**config.mk**
```make
export PLATFORM = sky130hd
export DESIGN_NAME = part_mux_scan
export DESIGN_NICKNAME = d
export VERILOG_FILES = /design/src/rtl/part_mux_pkg.sv /design/src/rtl/part_mux_scan_ctr.sv /design/src/rtl/part_mux_scan.sv
export SDC_FILE = /design/constraint.sdc
export NUM_CORES = 1
export LEC_CHECK = 0
export ABC_CLOCK_PERIOD_IN_PS = 3080
export CAP_MARGIN = 40
export CORE_AREA = 2 2 39 41
export DETAILED_ROUTE_END_ITERATION = 10
export DIE_AREA = 0 0 41 43
export GPL_TIMING_DRIVEN = 0
export PLACE_DENSITY = 0.78
export SLEW_MARGIN = 5
export SYNTH_ARGS = -nofsm -noshare
export SYNTH_HDL_FRONTEND = slang
export SYNTH_SLANG_ARGS = --single-unit
```
**constraint.sdc**
```tcl
create_clock -name clk -period 3.08 [get_ports clk]
set_input_delay 0.308 -clock clk [delete_from_list [all_inputs] [get_ports clk]]
set_output_delay 0.308 -clock clk [all_outputs]
set_load 0.02 [all_outputs]
```
**src/rtl/part_mux_pkg.sv**
```systemverilog
// Shared definitions for the part_mux_scan selector: mode encodings and a
// constant-evaluable clog2 used to size the channel counter.
package part_mux_pkg;

  typedef enum logic [1:0] {
    MODE_DIRECT = 2'b00,
    MODE_SCAN   = 2'b01,
    MODE_HOLD   = 2'b10,
    MODE_RSVD   = 2'b11
  } mode_e;

  function automatic int clog2(input int v);
    int r;
    r = 0;
    for (int i = 0; i < 31; i++)
      if ((1 << i) < v) r = i + 1;
    return r;
  endfunction

endpackage

```
**src/rtl/part_mux_scan_ctr.sv**
```systemverilog
// Modulo-NCH channel register: direct load with range check, scan advance
// with wrap pulse. The register never holds a value >= NCH.
module part_mux_scan_ctr #(
  parameter int NCH  = 8,
  parameter int SELW = 3
) (
  input  logic            clk,
  input  logic            reset_n,
  input  logic            load,
  input  logic [SELW-1:0] load_val,
  input  logic            adv,
  output logic [SELW-1:0] chan,
  output logic            wrap,
  output logic            sel_err
);

  localparam logic [SELW:0]   NCH_W = (SELW+1)'(NCH);
  localparam logic [SELW-1:0] LAST  = SELW'(NCH - 1);

  logic in_range;
  logic at_last;

  assign in_range = {1'b0, load_val} < NCH_W;
  assign at_last  = (chan == LAST);

  // Any load request, valid or not, suppresses the scan advance.
  always_ff @(posedge clk or negedge reset_n) begin
    if (!reset_n) begin
      chan    <= '0;
      wrap    <= 1'b0;
      sel_err <= 1'b0;
    end else begin
      wrap    <= adv && !load && at_last;
      sel_err <= load && !in_range;
      if (load) begin
        if (in_range) chan <= load_val;
      end else if (adv) begin
        chan <= at_last ? '0 : chan + 1'b1;
      end
    end
  end

endmodule

```
**src/rtl/part_mux_scan.sv**
```systemverilog
// N-channel W-bit 1-of-N selector with registered output, 151-style strobe,
// latched channel register, auto-scan sequencer and hold mode.
module part_mux_scan
  import part_mux_pkg::*;
#(
  parameter int NCH  = 8,
  parameter int W    = 1,
  parameter int SELW = clog2(NCH)
) (
  input  logic              clk,
  input  logic              reset_n,
  input  logic [NCH*W-1:0]  data_in,
  input  logic [SELW-1:0]   sel,
  input  logic              sel_load,
  input  logic [1:0]        mode,
  input  logic              ce_n,
  input  logic              step,
  output logic [W-1:0]      q,
  output logic [W-1:0]      q_n,
  output logic [SELW-1:0]   q_chan,
  output logic              q_valid,
  output logic [SELW-1:0]   chan,
  output logic              wrap,
  output logic              sel_err
);

  logic [NCH-1:0][W-1:0] din;
  logic [W-1:0]          q_r;
  logic                  hold;
  logic                  scan;
  logic                  sample;
  logic                  adv;

  assign din    = data_in;
  assign hold   = mode[1];  // 10 and reserved 11 both hold
  assign scan   = (mode_e'(mode) == MODE_SCAN);
  assign sample = !hold && !ce_n && (!scan || step);
  assign adv    = scan && step && !ce_n;

  part_mux_scan_ctr #(
    .NCH  (NCH),
    .SELW (SELW)
  ) u_ctr (
    .clk      (clk),
    .reset_n  (reset_n),
    .load     (sel_load),
    .load_val (sel),
    .adv      (adv),
    .chan     (chan),
    .wrap     (wrap),
    .sel_err  (sel_err)
  );

  // Sample uses chan before the same-edge load/advance takes effect.
  always_ff @(posedge clk or negedge reset_n) begin
    if (!reset_n) begin
      q_r     <= '0;
      q_chan  <= '0;
      q_valid <= 1'b0;
    end else if (hold) begin
      q_valid <= 1'b0;
    end else if (ce_n) begin
      q_r     <= '0;
      q_valid <= 1'b0;
    end else if (sample) begin
      q_r     <= din[chan];
      q_chan  <= chan;
      q_valid <= 1'b1;
    end else begin
      q_valid <= 1'b0;
    end
  end

  // q_n comes off the same flops so the complement holds through reset.
  assign q   = q_r;
  assign q_n = ~q_r;

endmodule

```
* Word-level counts from Yosys, hierarchy flattened
Index checks and enable logic that the tools add are counted.
** Cells by class
- Add/sub/neg operators :: 1
- Magnitude comparators :: 1
- Eq/ne operators :: 2
- Muxes and demuxes :: 10
- Bitwise operators :: 3
- Reductions and logical operators :: 15
** Operators by type and width (number)
- $mux 3 :: 3
- $logic_and 1x1->1 :: 6
- $mux 1 :: 6
- $logic_not 1->1 :: 4
- $lt 3x4->1 const B :: 1
- $reduce_bool 2->1 :: 2
- $add 3x1->3 const B :: 1
- $bmux 1 s3 :: 1
- $eq 3x3->1 const B :: 1
- $not 1->1 :: 3
- $reduce_and 3->1 :: 1
- $eq 2x1->1 const B :: 1
- $reduce_and 2->1 :: 1
- $logic_or 1x1->1 :: 1
** Storage, ports and cells
- Bits in registers :: 9
- Input port bits :: 18
- Output and inout port bits :: 11
- Logic and storage cells :: 37

* Depth between registers and ports, before layout
Gate-level depths: netlist (run 1).
- Word-level depth :: 7
- Depth in mapped cells :: 5

* Cells and area by module
Synthesis (run 1) repeated with hierarchy kept, for this count alone.
** Unflattened totals
- Cell total of the unflattened synthesis :: 40
- Area, all modules :: 486.7 um^2
** By module, submodules not included
- part_mux_scan :: times used 1, cells an instance 21, area each 274.0 um^2
- part_mux_scan_ctr :: times used 1, cells an instance 19, area each 212.7 um^2

* Least setup slack after synthesis (run 1)
No wires, ideal clock.
- Path kind :: reg2reg
- From :: reg u_ctr.chan[0]
- To :: reg q_r, in the netlist q
- Arrival time :: 1.300 ns
- Setup slack :: 1.642 ns
- Stages on the path, launching flop included :: 4
- Buffers on the path :: 0
- Clock period less this slack :: 1.438 ns
- Cell sequence :: dfrtp_1 -> mux4_1 -> nor2_1 -> o41ai_2
** Between the ends
- Longest elaborated chain between the ends :: 4
** Ends and longest elaborated chain
- start, declared :: RTL line part_mux_scan_ctr.sv:12 : output logic [SELW-1:0] chan,
- start signal, assigned :: RTL line part_mux_scan_ctr.sv:36 : if (in_range) chan <= load_val;
- start signal, assigned :: RTL line part_mux_scan_ctr.sv:38 : chan <= at_last ? '0 : chan + 1'b1;
- $bmux 1 s3 :: RTL line part_mux_scan.sv:66 : q_r <= din[chan];
- $mux 1 (not written as such) :: RTL line part_mux_scan.sv:66
- $mux 1 :: RTL line part_mux_scan.sv:65 : end else if (sample) begin
- $mux 1 :: RTL line part_mux_scan.sv:62 : end else if (ce_n) begin
- end signal, assigned :: RTL line part_mux_scan.sv:66
- end, declared :: RTL line part_mux_scan.sv:28 : logic [W-1:0] q_r;
Every way passes these cells. The select of a mux whose other input is x is not followed.
A chain may end at the register's enable or synchronous reset.

* Worst setup path in the final report (run 1)
- From :: reg u_ctr.chan[0]
- To :: out chan[0]
** RTL lines
- end, declared :: RTL line part_mux_scan.sv:22 : output logic [SELW-1:0] chan,
No word-level cell between the ends.

==> key figures, run 1 <==
Status
  • Run status: complete, no violations

Timing
  • Final Max Slew Viols: 0
  • Final setup TNS: 0 ps
  • Final Cycle Share: 55.6%
  • RSZ-0062 raised after global routing: no
  • Final min period: 1710 ps
  • PnR worst setup slack: about 1400 ps
  • Clk_skew: 2.54 ps
  • Setup violators final: 0
  • Max Fclk: ~600 MHz
  • Fin. Hold Viols: 0

Clock network
  • Clock buffer depth: 2
  • Clock transition at the registers of the reported paths: 60 ps
  • CTS tree: built
  • Root buffer cell: clkbuf_4
  • Post_cts resized: 0
  • CTS Sinks: 9
  • # Post-CTS Setup Buffers: 0
  • CTS Buf Count: 3
  • Clk_lat worst skew: 260 ps
  • Post-CTS Hold Fix Bufs: 0
  • Htree depth: 1

Placed design
  • Place WS: around 1300 ps
  • Post-DP HPWL: 897 µm
  • DP Area: between 700 and 800 µm²
  • Input/output buffers: 27
  • RD Place Congestion: 0.697

Logic synthesis
  • Synth area leaders: dfrtp_1 (46%), mux2_2 (9.2%), mux2i_1 (8.1%)
  • Post-synthesis mux area share: 22.6%
  • Seq/Total Area, Yosys: 45.8%
  • Main combinational cell family by area after synthesis: multiplexers
  • Synth Instances: 42
  • Synth Cell Area: about 500 µm²
  • Synth warn: 0
  • Synth area leader: dfrtp_1
  • Post-Synth Simple-Gate Area: 13.5%
  • Mapped Nets: 62
  • Complex-gate fraction of the synthesized area: 8.40%
  • Flops & latches, synth: 9
  • Cell variety after synth: 17
  • Synthesized area per cell: roughly 12 µm²
  • Post-Synth Adder-Cell Area: 5.09%
  • Yosys top cell area share: 45.8%
  • Xor/xnor share of the synthesized area: 0%

GRT
  • Initial antenna violation count: 0
  • Global-route wire length before repair: 1.73 mm
  • Tot GR Track Use: 14.8%
  • Largest net degree at the start of global routing: 10
  • Number of global-route vias before repair: between 400 and 500
  • GRT overflow: 0

Critical path
  • Worst r2r path cells: 3
  • Setup crit start kind: register
  • Critical Path, Cell by Cell: clkdlybuf4s50_1
  • Critical path fanouts, max: 8
  • CP bufs+invs: 1
  • Worst path max stage delay: about 670 ps
  • Critical Path Sink Type: primary output
  • WP data required: approximately 2800 ps
  • Worst path depth: 1
  • Critical Path AT: 1410 ps
  • Crit-path slowest cell: clkdlybuf4s50_1
  • CP Class: register to primary output
  • Kind of cell adding the most delay to the critical path: buffers and inverters

Power and ir drop
  • Switching power: 102 µW
  • Pwr dens: 439 mW/mm²
  • Clock power frac: 25.1%
  • Switching share of total power: 28.8%
  • Pwr Total: 355 µW
  • Pint: 253 µW
  • Logic gate share of total power: 33.5%
  • Total leakage power: 0.358 nW
  • Worst vdd ir: 0.210 mV
  • Reg power frac: 41.4%

Drt
  • Via Count: 438
  • Routed wire length: 1.10 mm
  • Avg WL per Cell: 12.4 µm
  • Final ANT Viol Nets: 0
  • DRT Pass-1 Iters: 3
  • Via density: 4.92
  • Residual DRC: 0
  • Iteration-0 DRC Markers: 1

Layout
  • Diode count: 0
  • Area growth from synthesis to layout: 64.4%
  • Fraction of layout cells with a size suffix above 1: 15.1%
  • Final instance area: 808 µm²
  • Commonest non-fill, non-tap cell in the layout: clkdlybuf4s50_1
  • Most frequent cells in the layout: clkdlybuf4s50_1 (27), dfrtp_1 (9), mux2_2 (4), mux2i_1 (4), o21ai_0 (4)
  • Final nets: 94

Floorplanning
  • Core area: approximately 0.0014 mm²
  • IO Count: 29
  • Die area: about 0.0018 mm²
  • Initial Utilization: a little over a third
  • Die H: approximately 43 µm
  • Row count: 14
  • Die X: 41 µm

Worst hold path
  • Hold Crit Class: input pin to async pin

Job
  • Total of max-cap violations: 0
==> path summary, 6_finish.rpt <==
| path | start | end | slack [ps] |
|---|---|---|---|
| max | u_ctr.chan[0] | chan[0] | 1370 |
| min | reset_n | q_chan[2] | 340 |
| max reg2reg | u_ctr.chan[0] | q | 1660 |
| min reg2reg | q_chan[2] | q_chan[2] | 500 |
| max in group asynchronous | reset_n | q_valid | 2460 |
| min in group clk | q_chan[2] | q_chan[2] | 500 |
==> synth_stat cells <==
master / instances
o41ai_2: 1
mux2i_1: 4
and3_2: 1
dfrtp_1: 9
buf_4: 1
nor2_1: 3
mux2_2: 4
nand2_1: 3
o21ai_1: 1
mux4_1: 1
nor3b_1: 2
and4bb_2: 1
ha_1: 2
o21ai_0: 4
inv_1: 3
conb_1: 1
and3b_1: 1
==> state kept, by name, indices dropped and copies added, names as in the netlist <==
name	count
q_chan	3
u_ctr.wrap	1
q_valid	1
u_ctr.chan	3
q	1
==> layer usage <==
metal	vias up	global-route usage, %	part of all wire (%)
met1	205	15.4	38
met4	0	6.00	1.1
li1	212	-	-
met2	19	26.6	53
met3	2	3.14	7.4
met5	-	0	0
==> power by group through the flow <==
| stage | logic, mW | registers [mW] | clock network, mW |
|---|---|---|---|
| after floorplan | 0.0359 | 0.166 | 0 |
| after global placement | 0.116 | 0.149 | 0 |
| after detailed placement | 0.120 | 0.150 | 0 |
| after CTS | 0.121 | 0.148 | 0.0908 |
| after global routing | 0.129 | 0.150 | 0.102 |
| final | 0.119 | 0.147 | 0.0891 |
==> cell type report <==
| cell class | count | area [µm²] |
|---|---|---|
| Timing Repair Buffer | 27 | 270 |
| Fill cell | 126 | 576 |
| Buffer | 1 | 7.51 |
| Multi-Input combinational cell | 29 | 248 |
| Sequential cell | 9 | 225 |
| Clock buffer | 4 | 26.3 |
| Tap cell | 16 | 20.0 |
| Inverter | 3 | 11.3 |
==> stage by stage <==
| stage | std cells | hold WS [ps] | utilization [%] |
|---|---|---|---|
| after floorplan | 42 | 12.4 | - |
| after global placement | 85 | 489 | 56.5 |
| after CTS | 89 | 348 | 58.4 |
| after detailed placement | 85 | 496 | 56.5 |
| after global routing | 89 | 359 | 58.4 |
| final | 89 | 340 | 58.4 |
==> cell families (layout without fill, tap and decap cells) <==
logic type / count (synthesis) / count (layout)
mux: 9 / 9
compound gates: 6 / 6
buf+inv: 4 / 35
other cells: 1 / 1
fa+ha+maj: 2 / 2
flops: 9 / 9
simple gates: 11 / 11
Power figures use the tool's default switching activity.
==> run 2: changes to the inputs <==
--- a/config.mk
+++ b/config.mk
@@ -5,13 +5,12 @@
 export SDC_FILE = /design/constraint.sdc
 export NUM_CORES = 1
 export LEC_CHECK = 0
-export ABC_CLOCK_PERIOD_IN_PS = 3080
+export ABC_CLOCK_PERIOD_IN_PS = 1700
 export CAP_MARGIN = 40
-export CORE_AREA = 2 2 39 41
+export CORE_UTILIZATION = 35
 export DETAILED_ROUTE_END_ITERATION = 10
-export DIE_AREA = 0 0 41 43
 export GPL_TIMING_DRIVEN = 0
-export PLACE_DENSITY = 0.78
+export PLACE_DENSITY = 0.74
 export SLEW_MARGIN = 5
 export SYNTH_ARGS = -nofsm -noshare
 export SYNTH_HDL_FRONTEND = slang
==> constraint.sdc (replaced) <==
create_clock -name clk -period 1.7 [get_ports clk]
set_input_delay 0.17 -clock clk [delete_from_list [all_inputs] [get_ports clk]]
set_output_delay 0.17 -clock clk [all_outputs]
set_load 0.02 [all_outputs]
==> key figures, run 2 (synthesized netlist as in run 1, its figures left out) <==
Critical path
  • CP bufs+invs: 1 (unchanged)
  • WP data required: 1530 ps (was 2770 ps)
  • Flop-to-flop setup slack: 240 ps (was 1660 ps)
  • Worst R2R End: q (unchanged)
  • Kind of cell adding the most delay to the critical path: buffers and inverters (unchanged)
  • Setup crit start kind: register (unchanged)
  • Critical Path Sink Type: primary output (unchanged)
  • RR Startpoint: u_ctr.chan[0] (unchanged)
  • Critical Path AT: 1420 ps (was 1410 ps)
  • Worst r2r path cells: 3 (unchanged)
  • Crit-path slowest cell: clkdlybuf4s50_1 (unchanged)
  • Critical path fanouts, max: 8 (unchanged)
  • CP Class: register to primary output (unchanged)
  • Critical Path, Cell by Cell: clkdlybuf4s50_1 (unchanged)
  • Worst path max stage delay: 670 ps (about the same)

Floorplanning
  • Die H: 39.5 µm (was 43 µm)
  • Die X: 39.5 µm (was 41 µm)
  • Row count: 13 (was 14)
  • Die area: 0.00156 mm² (was 0.00176 mm²)
  • Initial Utilization: 37.8% (was 35.5%)
  • IO Count: 29 (unchanged)
  • Core area: 0.00130 mm² (was 0.00138 mm²)

Clock network
  • Clock transition at the registers of the reported paths: 60 ps (about the same)
  • Post-CTS Hold Fix Bufs: 0 (unchanged)
  • CTS Buf Count: 3 (unchanged)
  • Htree depth: 1 (unchanged)
  • Root buffer cell: clkbuf_4 (unchanged)
  • # Post-CTS Setup Buffers: 0 (unchanged)
  • Post_cts resized: 0 (unchanged)
  • Clock buffer depth: 2 (unchanged)
  • Clk_lat worst skew: 250 ps (was 260 ps)
  • CTS Sinks: 9 (unchanged)
  • CTS tree: built (unchanged)

Timing
  • Clk_skew: 3.54 ps (was 2.54 ps)
  • Final Cycle Share: 93.5%
  • Final Max Slew Viols: 0 (unchanged)
  • RSZ-0062 raised after global routing: no (unchanged)
  • Final setup TNS: 0 ps (unchanged)
  • Max Fclk: 629 MHz
  • Fin. Hold Viols: 0 (unchanged)
  • Final min period: 1590 ps
  • Setup violators final: 0 (unchanged)

Job
  • Total of max-cap violations: 0 (unchanged)

Placed design
  • Input/output buffers: 27 (unchanged)
  • RD Place Congestion: 0.638 (was 0.697)
  • Post-DP HPWL: 799 µm (was 897 µm)

Drt
  • Avg WL per Cell: 12.0 µm (was 12.4 µm)
  • Final ANT Viol Nets: 0 (unchanged)
  • Via density: 4.92 (about the same)
  • DRT Pass-1 Iters: 4 (was 3)
  • Residual DRC: 0 (unchanged)
  • Iteration-0 DRC Markers: 2 (was 1)
  • Via Count: 433 (was 438)
  • Routed wire length: 1.05 mm (was 1.10 mm)

GRT
  • Largest net degree at the start of global routing: 10 (unchanged)
  • Initial antenna violation count: 0 (unchanged)
  • Number of global-route vias before repair: 365 (was 418)
  • Global-route wire length before repair: 1.58 mm (was 1.73 mm)
  • Tot GR Track Use: 16.5% (was 14.8%)
  • GRT overflow: 0 (unchanged)

Power and ir drop
  • Total leakage power: 0.358 nW (unchanged)
  • Pwr dens: 792 mW/mm² (was 439 mW/mm²)
  • Worst vdd ir: 0.445 mV (was 0.210 mV)

Layout
  • Leading registers by flop count: q_chan x3, u_ctr.chan x3 (unchanged)
  • Final nets: 94 (unchanged)
  • Fraction of layout cells with a size suffix above 1: 15.1% (unchanged)
  • Commonest non-fill, non-tap cell in the layout: clkdlybuf4s50_1 (unchanged)
  • Diode count: 0 (unchanged)
  • Most frequent cells in the layout: clkdlybuf4s50_1 (27), dfrtp_1 (9), mux2_2 (4), mux2i_1 (4), o21ai_0 (4) (unchanged)
  • Utilization after layout: 62.0% (was 58.4%)
  • Area growth from synthesis to layout: 64.1% (was 64.4%)

Status
  • Run status: complete, no violations (unchanged)

Worst hold path
  • Hold Crit Class: input pin to async pin (unchanged)
run 2: worst max-delay path by stage:
stage / from / to / slack (ps) / cells after the start
floorplan: u_ctr.chan[0] / q / 260 / 3
global placement: mode[0] / q_chan[0] / 130 / 4
detailed placement: mode[0] / q_chan[1] / 90 / 4
CTS: u_ctr.chan[0] / chan[0] / 100 / 1
global route: u_ctr.chan[0] / chan[0] / 30 / 1
finish: u_ctr.chan[0] / chan[0] / 110 / 1
run 2: layout make-up:
cell class	instances	area, µm²
fill	123	494
timing repair buffer	27	270
multi-input combinational	29	248
sequential	9	225
clock buffer	4	26.3
tap	15	18.8
inverter	3	11.3
buffer	1	7.51
run 2: worst reg2reg max path, stage by stage, from the launching register on:
cell and delay, ps:
dfrtp_1 500, mux4_1 600, nor2_1 140, o41ai_2 90
run 2: power by group:
part	internal, mW	total, mW	switching (mW)
Sequential	0.242	0.268	0.0264
Clock	0.0899	0.156	0.0662
Combinational	0.127	0.215	0.0882
Total	0.459	0.639	0.181
run 2: routing by layer:
metal,GRT usage [%],wire (µm)
met5,0,0
met3,7.95,97
met1,16.8,435
met4,7.76,8
met2,27.9,511
run 2: per-stage QoR:
step | instances | total power, mW | setup slack [ps] | hold slack (ps) | instance area (µm²)
2_1_floorplan | 42 | 0.366 | 262 | -126 | 492
3_3_place_gp | 84 | 0.480 | 129 | 487 | 781
3_5_place_dp | 84 | 0.489 | 95.0 | 481 | 781
4_1_cts | 88 | 0.651 | 97.1 | 204 | 807
5_1_grt | 88 | 0.681 | 31.6 | 212 | 807
6_report | 88 | 0.639 | 110 | 214 | 807
==> run 3: changes to the inputs <==
--- a/config.mk
+++ b/config.mk
@@ -7,10 +7,13 @@
 export LEC_CHECK = 0
 export ABC_CLOCK_PERIOD_IN_PS = 1700
 export CAP_MARGIN = 40
-export CORE_UTILIZATION = 35
+export CORE_AREA = 2 2 39 41
 export DETAILED_ROUTE_END_ITERATION = 10
+export DIE_AREA = 0 0 41 43
+export DONT_BUFFER_PORTS = 1
+export GPL_ROUTABILITY_DRIVEN = 0
 export GPL_TIMING_DRIVEN = 0
-export PLACE_DENSITY = 0.74
+export PLACE_DENSITY = 0.5
 export SLEW_MARGIN = 5
 export SYNTH_ARGS = -nofsm -noshare
 export SYNTH_HDL_FRONTEND = slang
==> constraint.sdc (replaced) <==
create_clock -name clk -period 1.7 [get_ports clk]
set_input_delay 0.51 -clock clk [delete_from_list [all_inputs] [get_ports clk]]
set_output_delay 0.51 -clock clk [all_outputs]
set_load 0.02 [all_outputs]
==> key figures, run 3 (synthesized netlist as in run 1, its figures left out) <==
Layout
  • Filler cells: 144 (was 123)
  • Leading registers by flop count: q_chan x3, u_ctr.chan x3 (unchanged)
  • Commonest non-fill, non-tap cell in the layout: dfrtp_1 (was clkdlybuf4s50_1)
  • Final nets: 68 (was 94)
  • Multi-input logic area: 248 µm² (unchanged)
  • Fraction of layout cells with a size suffix above 1: 23.4% (was 15.1%)
  • Area growth from synthesis to layout: 11.5% (was 64.1%)
  • FF+latch area: 225 µm² (unchanged)
  • Most frequent cells in the layout: dfrtp_1 (9), mux2_2 (4), mux2i_1 (4), o21ai_0 (4) (was clkdlybuf4s50_1 (27), dfrtp_1 (9), mux2_2 (4), mux2i_1 (4), o21ai_0 (4))
  • Utilization after layout: 39.6% (was 62.0%)
  • Cell Count, Final, Fillers Out: 63 (was 88)
  • Diode count: 0 (unchanged)

Timing
  • Final Max Slew Viols: 0 (unchanged)
  • PnR worst setup slack: 169 ps (was 110 ps)
  • Clk_skew: 4.73 ps (was 3.54 ps)
  • Final setup TNS: 0 ps (unchanged)
  • Final min period: 1530 ps (was 1590 ps)
  • RSZ-0062 raised after global routing: no (unchanged)
  • Final Cycle Share: 90.1% (was 93.5%)
  • Fin. Hold Viols: 0 (unchanged)
  • Setup violators final: 0 (unchanged)
  • Max Fclk: 653 MHz (was 629 MHz)

Clock network
  • Htree depth: 1 (unchanged)
  • CTS tree: built (unchanged)
  • Root buffer cell: clkbuf_4 (unchanged)
  • # Post-CTS Setup Buffers: 0 (unchanged)
  • Clock buffer depth: 2 (unchanged)
  • Clk_lat worst skew: 250 ps (about the same)
  • CTS Sinks: 9 (unchanged)
  • CTS Buf Count: 3 (unchanged)
  • Clock transition at the registers of the reported paths: 60 ps (about the same)

Power and ir drop
  • Pwr dens: 984 mW/mm² (was 792 mW/mm²)
  • Total leakage power: 0.258 nW (was 0.358 nW)
  • Worst vdd ir: 0.477 mV (was 0.445 mV)

Critical path
  • Worst r2r path cells: 3 (unchanged)
  • Critical path fanouts, max: 8 (unchanged)
  • Kind of cell adding the most delay to the critical path: multiplexers (was buffers and inverters)
  • Critical Path Sink Type: register (was primary output)
  • WP data required: 1820 ps (was 1530 ps)
  • Critical Path, Cell by Cell: mux4_1 -> nor2_1 -> o41ai_2 (was clkdlybuf4s50_1)
  • CP bufs+invs: 0 (was 1)
  • RR Startpoint: u_ctr.chan[0] (unchanged)
  • Worst R2R End: q (unchanged)
  • Critical path endpoint: q (was chan[0])
  • Setup crit start kind: register (unchanged)
  • Worst path depth: 3 (was 1)
  • Flop-to-flop setup slack: 170 ps (was 240 ps)
  • Crit-path slowest cell: mux4_1 (was clkdlybuf4s50_1)
  • CP Class: register to register (was register to primary output)
  • Critical Path AT: 1650 ps (was 1420 ps)
  • Worst path max stage delay: 600 ps (was 670 ps)
  • Crit. Startpoint: u_ctr.chan[0] (unchanged)

Floorplanning
  • Row count: 14 (was 13)
  • Die H: 43 µm (was 39.5 µm)
  • IO Count: 29 (unchanged)
  • Die area: 0.00176 mm² (was 0.00156 mm²)
  • Die X: 41 µm (was 39.5 µm)
  • Initial Utilization: 35.5% (was 37.8%)
  • Core area: 0.00138 mm² (was 0.00130 mm²)

GRT
  • Number of global-route vias before repair: 290 (was 365)
  • Initial antenna violation count: 0 (unchanged)
  • Largest net degree at the start of global routing: 10 (unchanged)
  • GRT overflow: 0 (unchanged)
  • Global-route wire length before repair: 1.22 mm (was 1.58 mm)
  • Tot GR Track Use: 11.2% (was 16.5%)

Drt
  • Via Count: 337 (was 433)
  • Final ANT Viol Nets: 0 (unchanged)
  • Via density: 5.35 (was 4.92)
  • Avg WL per Cell: 14.1 µm (was 12.0 µm)
  • DRT Pass-1 Iters: 3 (was 4)
  • Routed wire length: 887 µm (was 1.05 mm)
  • Iteration-0 DRC Markers: 7 (was 2)
  • Residual DRC: 0 (unchanged)

Status
  • Run status: complete, no violations (unchanged)

Placed design
  • Post-Place Cells: 58 (was 84)
  • Place WS: 169 ps (was 95.0 ps)
  • Input/output buffers: 0 (was 27)

Job
  • Total of max-cap violations: 0 (unchanged)

Worst hold path
  • Hold Crit Class: input pin to register (was input pin to async pin)
-- run 3: area by class of cell --
cell class | instances | share of cell area [%]
plain buffers | 1 | 1.37
clock buffers | 4 | 4.79
inverters | 3 | 2.05
multi-input cells | 29 | 45.2
flip-flops and latches | 9 | 41.1
well taps | 16 | 3.65
repair buffers | 1 | 1.83
-- run 3: worst reg2reg max path, delay by kind of cell (launching register included) --
| kind | cells | cell delay [ps] |
|---|---|---|
| flip-flops | 1 | 580 |
| AND/OR/NAND/NOR | 1 | 130 |
| multiplexers | 1 | 600 |
| AO/OA/AOI/OAI | 1 | 90 |
-- run 3: how the worst min path moves through the flow --
stage / endpoint / from / cells past startpoint
2_1_floorplan: q / reset_n / 0
4_1_cts: u_ctr.chan[0] / sel_load / 1
5_1_grt: u_ctr.chan[0] / sel_load / 1
3_5_place_dp: q_valid / reset_n / 0
3_3_place_gp: q / reset_n / 0
6_report: u_ctr.chan[2] / sel_load / 1
-- run 3: where the power goes --
group / switching, mW / internal [mW]
sequential: 0.0644 / 0.241
clock: 0.0668 / 0.0900
combinational: 0.0331 / 0.0437
-- run 3: timing repair --
action                    in CTS  in global routing
resized for setup              0                  0
hold buffers                   1                  0
hold endpoints to repair       9                  0
-- run 3: through the flow --
stage	power, mW	instance area (µm²)	hold WS (ps)
finish	0.539	548	366
global route	0.579	548	341
CTS	0.552	548	357
detailed placement	0.383	512	215
global placement	0.378	512	215
floorplan	0.366	492	214
-- run 3: metal layers --
| metal | part of all wire, % | up-vias | GRT usage, % |
|---|---|---|---|
| li1 | - | 161 | - |
| met1 | 41 | 158 | 13.6 |
| met2 | 48 | 18 | 14.1 |
| met3 | 11 | 0 | 7.85 |
| met4 | 0 | 0 | 6.00 |
| met5 | 0 | - | 0 |
